## src/rtl/alu_arbiter.sv

```systemverilog
// Round-robin sharing of one combinational ALU between two requesters.
// Accept-to-response latency is N+1 cycles (N=1, or MULDIV_CYCLES for MUL/DIV); one op in flight, and a response stalls the block until it is taken.
module alu_arbiter #(
    parameter int DATAWIDTH     = 32,
    parameter int MULDIV_CYCLES = 4
) (
    input  logic                 clk_i,
    input  logic                 rst_i,
    input  logic                 req0_valid_i,
    output logic                 req0_ready_o,
    input  logic [DATAWIDTH-1:0] req0_a_i,
    input  logic [DATAWIDTH-1:0] req0_b_i,
    input  logic [3:0]           req0_op_i,
    input  logic                 req1_valid_i,
    output logic                 req1_ready_o,
    input  logic [DATAWIDTH-1:0] req1_a_i,
    input  logic [DATAWIDTH-1:0] req1_b_i,
    input  logic [3:0]           req1_op_i,
    output logic                 rsp0_valid_o,
    input  logic                 rsp0_ready_i,
    output logic [DATAWIDTH-1:0] rsp0_data_o,
    output logic                 rsp0_err_o,
    output logic                 rsp1_valid_o,
    input  logic                 rsp1_ready_i,
    output logic [DATAWIDTH-1:0] rsp1_data_o,
    output logic                 rsp1_err_o,
    output logic [DATAWIDTH-1:0] alu_a_o,
    output logic [DATAWIDTH-1:0] alu_b_o,
    output logic [3:0]           alu_op_o,
    input  logic [DATAWIDTH-1:0] alu_out_i,
    output logic                 busy_o
);
    localparam logic [3:0] OP_ADD  = 4'd0;
    localparam logic [3:0] OP_LW   = 4'd1;
    localparam logic [3:0] OP_SW   = 4'd2;
    localparam logic [3:0] OP_SUB  = 4'd3;
    localparam logic [3:0] OP_MUL  = 4'd4;
    localparam logic [3:0] OP_DIV  = 4'd5;
    localparam logic [3:0] OP_AND  = 4'd6;
    localparam logic [3:0] OP_OR   = 4'd7;
    localparam logic [3:0] OP_XOR  = 4'd8;
    localparam logic [3:0] OP_BEQ  = 4'd9;
    localparam logic [3:0] OP_BGT  = 4'd10;
    localparam logic [3:0] OP_BGE  = 4'd11;
    localparam logic [3:0] OP_JMP  = 4'd12;
    localparam logic [3:0] OP_ADDI = 4'd13;

    localparam int CW = (MULDIV_CYCLES < 2) ? 1 : $clog2(MULDIV_CYCLES + 1);
    localparam logic [CW-1:0] CNT_MULDIV = CW'(MULDIV_CYCLES);
    localparam logic [CW-1:0] CNT_ONE    = CW'(1);

    typedef enum logic [1:0] {S_IDLE, S_EXEC, S_RESP} state_t;

    typedef struct packed {
        logic [DATAWIDTH-1:0] a;
        logic [DATAWIDTH-1:0] b;
        logic [3:0]           op;
    } alu_req_t;

    state_t               state_q, state_d;
    alu_req_t             alu_q, alu_d;
    alu_req_t             req_sel;
    logic                 last_grant_q, last_grant_d;
    logic [CW-1:0]        count_q, count_d;
    logic [DATAWIDTH-1:0] data_q, data_d;
    logic                 err_q, err_d;
    logic                 grant;
    logic                 accept;
    logic                 rsp_hs;
    logic                 in_resp;

    // last_grant_q doubles as the owner of the transaction in flight
    always_comb begin
        grant   = (req0_valid_i & req1_valid_i) ? ~last_grant_q : req1_valid_i;
        req_sel = grant ? '{a: req1_a_i, b: req1_b_i, op: req1_op_i}
                        : '{a: req0_a_i, b: req0_b_i, op: req0_op_i};
        accept  = (state_q == S_IDLE) & (req0_valid_i | req1_valid_i);
        in_resp = (state_q == S_RESP);
        rsp_hs  = in_resp & (last_grant_q ? rsp1_ready_i : rsp0_ready_i);
    end

    always_comb begin
        state_d      = state_q;
        alu_d        = alu_q;
        last_grant_d = last_grant_q;
        count_d      = count_q;
        data_d       = data_q;
        err_d        = err_q;
        unique case (state_q)
            S_IDLE: begin
                if (accept) begin
                    alu_d        = req_sel;
                    last_grant_d = grant;
                    count_d      = (req_sel.op == OP_MUL || req_sel.op == OP_DIV) ? CNT_MULDIV : CNT_ONE;
                    state_d      = S_EXEC;
                end
            end
            S_EXEC: begin
                count_d = count_q - CNT_ONE;
                if (count_q == CNT_ONE) begin
                    state_d = S_RESP;
                    if (!(alu_q.op inside {OP_ADD, OP_LW, OP_SW, OP_SUB, OP_MUL, OP_DIV, OP_AND,
                                           OP_OR, OP_XOR, OP_BEQ, OP_BGT, OP_BGE, OP_JMP, OP_ADDI})) begin
                        data_d = '0;
                        err_d  = 1'b1;
                    end else if (alu_q.op == OP_DIV && alu_q.b == '0) begin
                        data_d = '1;
                        err_d  = 1'b1;
                    end else begin
                        data_d = alu_out_i;
                        err_d  = 1'b0;
                    end
                end
            end
            S_RESP: begin
                if (rsp_hs) state_d = S_IDLE;
            end
            default: state_d = S_IDLE;
        endcase
    end

    always_ff @(posedge clk_i or posedge rst_i) begin
        if (rst_i) begin
            state_q      <= S_IDLE;
            alu_q        <= '0;
            last_grant_q <= 1'b1;
            count_q      <= '0;
            data_q       <= '0;
            err_q        <= 1'b0;
        end else begin
            state_q      <= state_d;
            alu_q        <= alu_d;
            last_grant_q <= last_grant_d;
            count_q      <= count_d;
            data_q       <= data_d;
            err_q        <= err_d;
        end
    end

    // Readiness is combinational, so reset has to mask it directly
    assign req0_ready_o = ~rst_i & (state_q == S_IDLE) & req0_valid_i & ~grant;
    assign req1_ready_o = ~rst_i & (state_q == S_IDLE) & req1_valid_i & grant;
    assign rsp0_valid_o = in_resp & ~last_grant_q;
    assign rsp1_valid_o = in_resp & last_grant_q;
    assign rsp0_data_o  = last_grant_q ? '0 : data_q;
    assign rsp1_data_o  = last_grant_q ? data_q : '0;
    assign rsp0_err_o   = rsp0_valid_o & err_q;
    assign rsp1_err_o   = rsp1_valid_o & err_q;
    assign alu_a_o      = alu_q.a;
    assign alu_b_o      = alu_q.b;
    assign alu_op_o     = alu_q.op;
    assign busy_o       = (state_q != S_IDLE);
endmodule

```

## config.mk

```make
export PLATFORM = sky130hd
export DESIGN_NAME = alu_arbiter
export DESIGN_NICKNAME = d
export VERILOG_FILES = /design/src/rtl/alu_arbiter.sv
export SDC_FILE = /design/constraint.sdc
export NUM_CORES = 1
export LEC_CHECK = 0
export CAP_MARGIN = 20
export CORE_MARGIN = 2
export CORE_UTILIZATION = 34
export DETAILED_ROUTE_END_ITERATION = 8
export PLACE_DENSITY = 0.8
export SLEW_MARGIN = 15
export SYNTH_ARGS = -nofsm -noshare
export SYNTH_HDL_FRONTEND = slang
export SYNTH_SLANG_ARGS = --single-unit
export TNS_END_PERCENT = 100
```

## constraint.sdc

```tcl
create_clock -name clk_i -period 6.3 [get_ports clk_i]
set_input_delay 1.89 -clock clk_i [delete_from_list [all_inputs] [get_ports clk_i]]
set_output_delay 1.89 -clock clk_i [all_outputs]
set_load 0.1 [all_outputs]
```

==> qor.yml <==
global_route:
  grt_max_degree: 75
  first_pass_grt_wire_length_mm: 27.53
  grt_busiest_layer: "met2"
  antenna_found_initial: 0
  grt.overflow.total: 0
  vias_in_the_first_global_route: 5195
  grt_use_total_pct: 21.54
  global_route.usage.met2_pct: 37.12
  global_route.usage.met1_pct: 26.40
  use_met3_pct: 5.092
sta:
  timing_worst_slew_pin_value_ns: 1.029
  setup_viol: 0
  timing.final.crit_period_ns: 5.105
  worst_slew_margin_relative_to_its_limit_pct: 31.16
  maximum_achievable_frequency_mhz: 195.9
  setup_repair_after_global_routing_missed_its_margin: "no"
  final_hold_violation_count: 0
  timing.final.max_slew_violations: 0
  fin_setup_tns_ns: 0
  final_min_period_over_clock_period_pct: 81.03
  final.setup_skew_ns: 0.01486
min_path:
  holdCritStartpoint: "count_q[1]$_DFFE_PP0P_"
  hold_path_stages: 2
  hold_class: "register to register"
route:
  detailed_route_wire_length_mm: 17.28
  routedWlPerCell_um: 16.24
  detail-route-antenna-nets: 0
  vias: 5327
  first_pass_iters: 4
  drt_iter0_markers: 293
  routed_via_density: 5.007
  drc: 0
clocking:
  post_cts_buffers: 0
  hold_buffers: 0
  cts-root-buf: "sky130_fd_sc_hd__clkbuf_16"
  cts.path.max_buffers: 2
  insertion_delay_ns: 0.35
  ctsResizeCount: 0
  htree_levels: 3
  tritoncts: "built"
  cts.sink_count: 107
  clk_pin_slew_ns: 0.07
  cts_inserted_buffers: 9
place:
  post-place-cells: 1045
  detailedPlacementHpwl_mm: 12.90
  port-buffer-count: 312
  globalplace.congestion: 0.8281
finish:
  final_nets: 1047
  drive_gt1_share_pct: 4.795
  finalCoreUtilization_pct: 58.28
  fill_cells: 1369
  area_delta_synth_final_pct: 68.21
  antenna_cells_inserted: 0
  post_layout_nonfiller_instances: 1064
floorplan:
  fp.dieW_um: 128.0
  placeableCoreArea_um2: 15090
  io_pins: 313
  start_util_pct: 34.64
  floorplan.rows: 45
  total_die_area_um2: 16380
  die-height_um: 128.0
setup_path:
  reg2regPathDepth: 6
  timing.critical_path.from: "req0_valid_i"
  timing.critical_path.arrival_ns: 3.22
  slowest_stage: "sky130_fd_sc_hd__clkdlybuf4s50_1"
  worst_r2r_startpoint: "last_grant_q$_DFFE_PP1P_"
  timing.critical_path.cells: "clkdlybuf4s50_1, a21bo_2, and4_1, buf_12"
  critPathRequiredTime_ns: 4.41
  critical_path_class: "primary input to output port"
  crit_path_end_kind: "output port"
  worst_path_largest_cell_delay_ns: 0.60
  worstPathMaxFanout: 5
  crit_path_start_kind: "primary input"
status:
  run_status: "finished, final reports clean"
yosys:
  synth.lib_cells_used.distinct: 33
  seq_area_frac_synth_pct: 51.24
  ys_seq_elements: 107
  edff_count_synth: 0
  synth.cell_area_um2: 5228
  syn-num-nets: 761
  synthFlopType: "sky130_fd_sc_hd__dfrtp_1"
  yosysWarnings: 0
  synth_async_reset_ratio_pct: 100.0
  netlist_instances: 585
  syn_avg_cell_area_um2: 8.936
flow_run:
  drv_cap: 0
## state kept, by name, indices dropped and copies added (netlist names)
register	cells
err_q	1
alu_a_o	32
state_q	2
data_q	32
count_q	3
alu_op_o	4
alu_b_o	32
last_grant_q	1
## synth_stat cells (2+ instances only)
| library cell | instances | area share, % |
|---|---|---|
| sky130_fd_sc_hd__nand3_1 | 6 | 0.57 |
| sky130_fd_sc_hd__buf_6 | 3 | 0.65 |
| sky130_fd_sc_hd__nand2b_1 | 2 | 0.24 |
| sky130_fd_sc_hd__a221o_2 | 2 | 0.43 |
| sky130_fd_sc_hd__dfrtp_1 | 106 | 51 |
| sky130_fd_sc_hd__nor2_1 | 75 | 5.4 |
| sky130_fd_sc_hd__buf_2 | 15 | 1.4 |
| sky130_fd_sc_hd__clkbuf_1 | 28 | 2.0 |
| sky130_fd_sc_hd__nor4b_2 | 2 | 0.57 |
| sky130_fd_sc_hd__o21ai_0 | 6 | 0.57 |
| sky130_fd_sc_hd__a31oi_1 | 68 | 8.1 |
| sky130_fd_sc_hd__nand2_1 | 141 | 10 |
| sky130_fd_sc_hd__a221o_1 | 31 | 5.9 |
| sky130_fd_sc_hd__nor2b_1 | 34 | 4.1 |
| sky130_fd_sc_hd__inv_1 | 4 | 0.29 |
| sky130_fd_sc_hd__and2_1 | 35 | 4.2 |
| sky130_fd_sc_hd__a21oi_1 | 3 | 0.29 |
| sky130_fd_sc_hd__ha_1 | 2 | 0.48 |
| sky130_fd_sc_hd__mux2_2 | 2 | 0.43 |
| sky130_fd_sc_hd__nor4_1 | 6 | 0.72 |
| sky130_fd_sc_hd__buf_1 | 2 | 0.14 |
## final timing paths
| kind | end | slack [ns] |
|---|---|---|
| hold / removal | count_q[1]$_DFFE_PP0P_ | 0.51 |
| min in group asynchronous | alu_b_o[23]$_DFFE_PP0P_ | 2.21 |
| hold reg to reg | count_q[1]$_DFFE_PP0P_ | 0.51 |
| setup / recovery | req0_ready_o | 1.19 |
| max in group asynchronous | alu_a_o[13]$_DFFE_PP0P_ | 2.95 |
| setup reg to reg | count_q[0]$_DFFE_PP0P_ | 3.71 |
## placed cells by master (no fill, tap or decap), types with 3 or more instances in the layout
master and n:
sky130_fd_sc_hd__a31oi_1 68, sky130_fd_sc_hd__clkinvlp_4 3, sky130_fd_sc_hd__a21oi_1 3, sky130_fd_sc_hd__clkdlybuf4s50_1 310, sky130_fd_sc_hd__nor2b_1 34, sky130_fd_sc_hd__nor4_1 6, sky130_fd_sc_hd__clkbuf_16 9, sky130_fd_sc_hd__inv_1 3
sky130_fd_sc_hd__o21ai_0 6, sky130_fd_sc_hd__and2_1 35, sky130_fd_sc_hd__nand2_1 141, sky130_fd_sc_hd__buf_12 3, sky130_fd_sc_hd__nor2_1 74, sky130_fd_sc_hd__buf_4 8, sky130_fd_sc_hd__nand3_1 6, sky130_fd_sc_hd__dfrtp_1 106
sky130_fd_sc_hd__a221o_1 31
## cells by family (layout without fill, tap and decap cells)
| group | after synthesis | after routing | synth area share [%] |
|---|---|---|---|
| fa+ha+maj | 2 | 2 | 0.4786 |
| buf+inv | 52 | 343 | 4.524 |
| simple gates | 309 | 309 | 27.41 |
| flops | 107 | 107 | 51.24 |
| compound gates | 113 | 113 | 15.92 |
| mux | 2 | 2 | 0.4308 |
## layer usage
metal	wire length, um	vias to the layer above	share of wire, %
met5	0	-	0
met4	337	0	2.0
met3	1231	23	7.1
met2	8648	229	50
met1	7060	2475	41
li1	-	2600	-
## metrics by stage
stage,setup slack (ns),instance area (um^2),hold WS (ns)
global placement,1.242,8468,0.4874
detailed placement,1.191,8468,0.5015
finish,1.195,8793,0.5076
CTS,1.186,8743,0.5179
floorplan,0.09472,5236,0.4688
global route,1.155,8793,0.5471
## area by class of cell
class	instances	area (um^2)	share of cell area, %
Clock buffer	12	246.5	2.803
Clock inverter	4	28.78	0.3273
Inverter	4	18.77	0.2134
Multi-Input combinational cell	426	2332	26.52
Sequential cell	107	2679	30.46
Tap cell	188	235.2	2.675
Timing Repair Buffer	323	3253	36.99
## worst max-delay path, delay by kind of cell
kind            cells  cell delay, ns
buf+inv             2            0.79
simple gates        1            0.28
compound gates      1            0.26
Power is left out: the tool's default activity adds up to more than one toggle a clock period on the data nets, which glitch-free logic cannot reach.
